==> config.mk <==
export PLATFORM = sky130hd
export DESIGN_NAME = seq_shifter
export DESIGN_NICKNAME = d
export VERILOG_FILES = /design/src/rtl/seq_shifter.sv
export SDC_FILE = /design/constraint.sdc
export NUM_CORES = 1
export LEC_CHECK = 0
export CAP_MARGIN = 15
export CORE_ASPECT_RATIO = 1.2
export CORE_MARGIN = 2
export CORE_UTILIZATION = 42
export DETAILED_ROUTE_END_ITERATION = 10
export PLACE_DENSITY = 0.67
export SLEW_MARGIN = 20
export SYNTH_ARGS = -nofsm -noshare
export SYNTH_HDL_FRONTEND = slang
export SYNTH_SLANG_ARGS = --single-unit
==> constraint.sdc <==
create_clock -name clk -period 2.8 [get_ports clk]
set_input_delay 0.56 -clock clk [delete_from_list [all_inputs] [get_ports clk]]
set_output_delay 0.56 -clock clk [all_outputs]
set_load 0.01 [all_outputs]
==> src/rtl/seq_shifter.sv <==
// seq_shifter: multi-cycle shifter/rotator that moves the operand one bit per
// clock and publishes only the final value on result with a one-cycle done.
module seq_shifter (
  input  logic        clk,
  input  logic        reset,
  input  logic        start,
  input  logic [31:0] data,
  input  logic [4:0]  num,
  input  logic [1:0]  shift_type,
  output logic        busy,
  output logic        done,
  output logic [31:0] result
);

  localparam int unsigned DW = 32;
  localparam int unsigned CW = 5;

  localparam logic [1:0] OP_LSL = 2'b00;
  localparam logic [1:0] OP_LSR = 2'b01;
  localparam logic [1:0] OP_ROL = 2'b10;
  localparam logic [1:0] OP_ROR = 2'b11;

  typedef enum logic [1:0] {
    IDLE  = 2'b00,
    SHIFT = 2'b01,
    DONE  = 2'b10
  } state_t;

  state_t         state, state_n;
  logic [DW-1:0]  work, work_n;
  logic [CW-1:0]  cnt, cnt_n;
  logic [1:0]     op, op_n;
  logic [DW-1:0]  result_n;
  logic           busy_n, done_n;
  logic [DW-1:0]  step_val;

  // One-bit step of the working register for the latched operation.
  always_comb begin
    step_val = work;
    case (op)
      OP_LSL:  step_val = {work[DW-2:0], 1'b0};
      OP_LSR:  step_val = {1'b0, work[DW-1:1]};
      OP_ROL:  step_val = {work[DW-2:0], work[DW-1]};
      OP_ROR:  step_val = {work[0], work[DW-1:1]};
      default: step_val = work;
    endcase
  end

  // Next-state, datapath and output decode; busy/done follow the next state
  // so they come straight out of flops.
  always_comb begin
    state_n  = state;
    work_n   = work;
    cnt_n    = cnt;
    op_n     = op;
    result_n = result;
    case (state)
      IDLE: begin
        if (start) begin
          work_n = data;
          cnt_n  = num;
          op_n   = shift_type;
          if (num == CW'(0)) begin
            result_n = data;
            state_n  = DONE;
          end else begin
            state_n  = SHIFT;
          end
        end
      end
      SHIFT: begin
        work_n = step_val;
        cnt_n  = cnt - CW'(1);
        if (cnt == CW'(1)) begin
          result_n = step_val;
          state_n  = DONE;
        end
      end
      DONE: begin
        state_n = IDLE;
      end
      default: begin
        state_n = IDLE;
      end
    endcase
    busy_n = (state_n != IDLE);
    done_n = (state_n == DONE);
  end

  // State and datapath registers with synchronous reset.
  always_ff @(posedge clk) begin
    if (reset) begin
      state  <= IDLE;
      work   <= '0;
      cnt    <= '0;
      op     <= '0;
      result <= '0;
      busy   <= 1'b0;
      done   <= 1'b0;
    end else begin
      state  <= state_n;
      work   <= work_n;
      cnt    <= cnt_n;
      op     <= op_n;
      result <= result_n;
      busy   <= busy_n;
      done   <= done_n;
    end
  end

endmodule

==> summary by stage <==
Clock tree
The clock passes through at most 2 buffers. The number of H-tree levels is 3. The clock latency of the later-clocked register in the worst-skew pair is about 0.35 ns. After clock tree synthesis, the clock-pin slew on the worst setup and hold paths is 0.08 ns. Clock tree synthesis inserted a total of 9 buffers. The number of hold buffers added after CTS was 0. The clock tree from TritonCTS is built. The library cell used as clock root buffer is sky130_fd_sc_hd__clkbuf_8.

The post-cts sizing count is 0. The buffer count from post-CTS setup fixing is 0. The number of sinks driven by the clock tree is 75.

Layout
Counting the fill cells in the layout gives between 800 and 900. The final layout contains 528 nets. The fraction of layout cells with a size suffix above 1 is about 15%.

0 antenna diodes ended up in the layout. For this run, the share of the core covered by cells in the final layout is 55.1%. The sequential cells in the finished layout cover a total of 0.00150 sq mm.

The area of the multi-input gates is just over 0.002 sq mm. The growth of design area from synthesis to finish is 26.7%.

Critical path
The startpoint of the worst-slack reg-to-reg timing path is state[0]$_SDFF_PP0_. STA classifies the critical path endpoint as a flop. STA puts the critical path data arrival time at between 2 and 2.5 ns.

The type of origin of the critical path is a primary input. The start-to-end type of the worst setup path is in2reg. At the worst endpoint, the required time is about 3.1 ns. In this run the worst setup path begins at start. In this run the worst path has a maximum fanout of 17.

Yosys
Counting distinct cell types in the post-synthesis netlist gives 41. The cell type contributing the most total cell area after synthesis is sky130_fd_sc_hd__dfxtp_1. For this run, the leading register cell type out of synthesis is sky130_fd_sc_hd__dfxtp_1. The number of warning messages in the yosys log is 0. The number of synthesized register bits is 75. Counting flops with a built-in enable in the synthesized netlist gives 0. The top cell type by area accounts for about two fifths of the synthesized area. Counting every net in the synthesized netlist gives approximately 470. The proportion of synthesized flip-flops having asynchronous set or reset is 0%. The average instance in the mapped netlist occupies a little under 9 sq um.

By count the netlist is led by sky130_fd_sc_hd__dfxtp_1, sky130_fd_sc_hd__a21oi_1, sky130_fd_sc_hd__nand2_1. The mapped cell area is between 0.003 and 0.004 sq mm. sky130_fd_sc_hd__dfxtp_1 is the most common cell in the netlist. By area the synthesized netlist is led by sky130_fd_sc_hd__dfxtp_1, sky130_fd_sc_hd__mux2_4, sky130_fd_sc_hd__a21oi_1. Summing the sequential cell areas from Yosys gives approximately two fifths of the chip area. The instance count of the mapped netlist is 424.

Global routing
The number of global-route vias before repair is about 3300. Across every metal layer, demand over resource in global routing totals 20.1%. The initial antenna violation count is 0. After global routing the overflow that remains totals 0. The largest net degree at the start of global routing is between 50 and 60.

The first-pass GRT wire length is roughly 16000 um.

Timing
The count of final max-slew check failures was 0. Based on the critical path, the design can be clocked at up to 0.463 GHz. The sum of negative setup slack is 0 ns. The count of endpoints failing setup in the final report is 0. Setup repair after global routing left no endpoint under its margin.

After layout, the minimum clock period comes to ~2.2 ns. At the pin with the least slew margin, the transition time is 0.547 ns. The count of endpoints failing hold in the final timing report was 0.

The final clock skew is 0.0152 ns. The share of the cycle needed by the critical path after routing is 77.2%. The max-slew headroom at the worst pin is between 60% and 70%.

Routing
The routed design has 9310 um of wire. The count of TritonRoute iterations in the first routing pass is 4. Once detail routing completed, the nets flagged for antenna violations numbered 0.

In the routed design, unresolved DRC markers number 0. The routed layout has approximately 3300 vias. The violation count after the first detailed-route iteration is ~200. The routed length per instance is 15.4 um. The average vias per placed instance is ~5.4.

Power and ir drop
The ratio of total power to cell area is around 540 mW/mm^2. The analysis attributes to cell leakage a power of ~1.8 nW. The peak supply drop is between 200 and 300 uV.

Min path
The worst hold path startpoint is work[13]$_SDFFE_PP0P_. The class of the tightest hold or removal check is reg2reg.

Die
The height of the die is 108 um. The number of core rows is 37. The area inside the core boundary is 0.00866 sq mm.

The die is about 90 um wide. The effective utilization at floorplan is a little over two fifths. The floorplan die area is between 0.009 and 0.01 sq mm. The number of top-level pins is 76.

Placed design
Routability-driven placement finished with a final weighted congestion of slightly above 0.9. The number of I/O port buffers is 75. Summed over all nets, the half-perimeter wirelength after detailed placement is slightly above 6000 um.

Status
The flow ran to the end, and the final reports show no timing, DRC or antenna violations.

Flow run
Across the run, the number of max-cap violations was 0.
layout make-up:
type,count,share of cell area (%)
Multi-Input combinational cell,303,42.3
Sequential cell,75,31.5
Tap cell,117,3.07
Timing Repair Buffer,87,18.1
Clock inverter,3,0.945
Inverter,8,0.630
Clock buffer,13,3.54
worst max-delay path, cell delays in order:
cell,delay [ns]
sky130_fd_sc_hd__clkdlybuf4s50_1,0.61
sky130_fd_sc_hd__nor2b_1,0.28
sky130_fd_sc_hd__a32o_2,0.47
sky130_fd_sc_hd__buf_4,0.27
sky130_fd_sc_hd__nand3_1,0.09
sky130_fd_sc_hd__a21oi_1,0.16
report_power, final:
group	leakage, nW	internal [mW]	switching [mW]
combinational	1.08	0.275	0.248
clock	0.102	0.485	0.398
sequential	0.613	1.14	0.0561
total	1.80	1.90	0.702
logic make-up after synthesis:
family                   synth area share (%)
AO/OA/AOI/OAI                            17.7
multiplexers                             20.9
adder cells (fa/ha/maj)                 0.665
buffers and inverters                    6.65
flip-flops                               39.9
XOR/XNOR                                0.233
AND/OR/NAND/NOR                          14.0
layout by cell type (no fill, tap or decap), types with 3 or more instances in the layout:
cell type	instances
sky130_fd_sc_hd__dfxtp_1	75
sky130_fd_sc_hd__clkdlybuf4s50_1	74
sky130_fd_sc_hd__a21oi_1	68
sky130_fd_sc_hd__nand2_1	66
sky130_fd_sc_hd__nand3_1	31
sky130_fd_sc_hd__o21ai_0	27
sky130_fd_sc_hd__mux2_1	24
sky130_fd_sc_hd__mux2_4	24
sky130_fd_sc_hd__mux2_2	12
sky130_fd_sc_hd__clkbuf_8	12
sky130_fd_sc_hd__buf_4	10
sky130_fd_sc_hd__nor2_1	7
sky130_fd_sc_hd__nor3_1	7
sky130_fd_sc_hd__o21ai_1	7
sky130_fd_sc_hd__inv_1	6
sky130_fd_sc_hd__o211ai_1	3
stage by stage:
| stage | setup WS, ns | instances | total power [mW] | cell area (sq um) | hold slack, ns |
|---|---|---|---|---|---|
| finish | 0.638 | 606 | 2.60 | 4770 | 0.470 |
| global route | 0.508 | 606 | 2.72 | 4770 | 0.497 |
| CTS | 0.668 | 606 | 2.61 | 4770 | 0.471 |
| detailed placement | 0.310 | 590 | 1.74 | 4550 | 0.460 |
| global placement | 0.388 | 590 | 1.73 | 4550 | 0.452 |
| floorplan | 1.20 | 424 | 1.57 | 3760 | 0.442 |
flip-flops by register name, summed over array words and instances, names as in the netlist:
signal  count
op          2
state       2
done        1
cnt         5
result     32
work       32
busy        1
per-layer routing:
layer / vias up / share of wire [%] / GRT usage, %
met4: 0 / 2.2 / 10.3
met1: 1550 / 43 / 25.1
met2: 83 / 51 / 33.9
met5: - / 0 / 0
met3: 13 / 3.7 / 3.08
li1: 1607 / - / -
worst paths after layout:
kind | cells after the start | to | slack (ns)
setup reg to reg | 5 | result[5]$_SDFFE_PP0P_ | 0.84
hold / removal | 2 | work[13]$_SDFFE_PP0P_ | 0.47
setup / recovery | 6 | result[19]$_SDFFE_PP0P_ | 0.64
hold reg to reg | 2 | work[13]$_SDFFE_PP0P_ | 0.47
No activity file was read; power rests on OpenSTA's default activity.
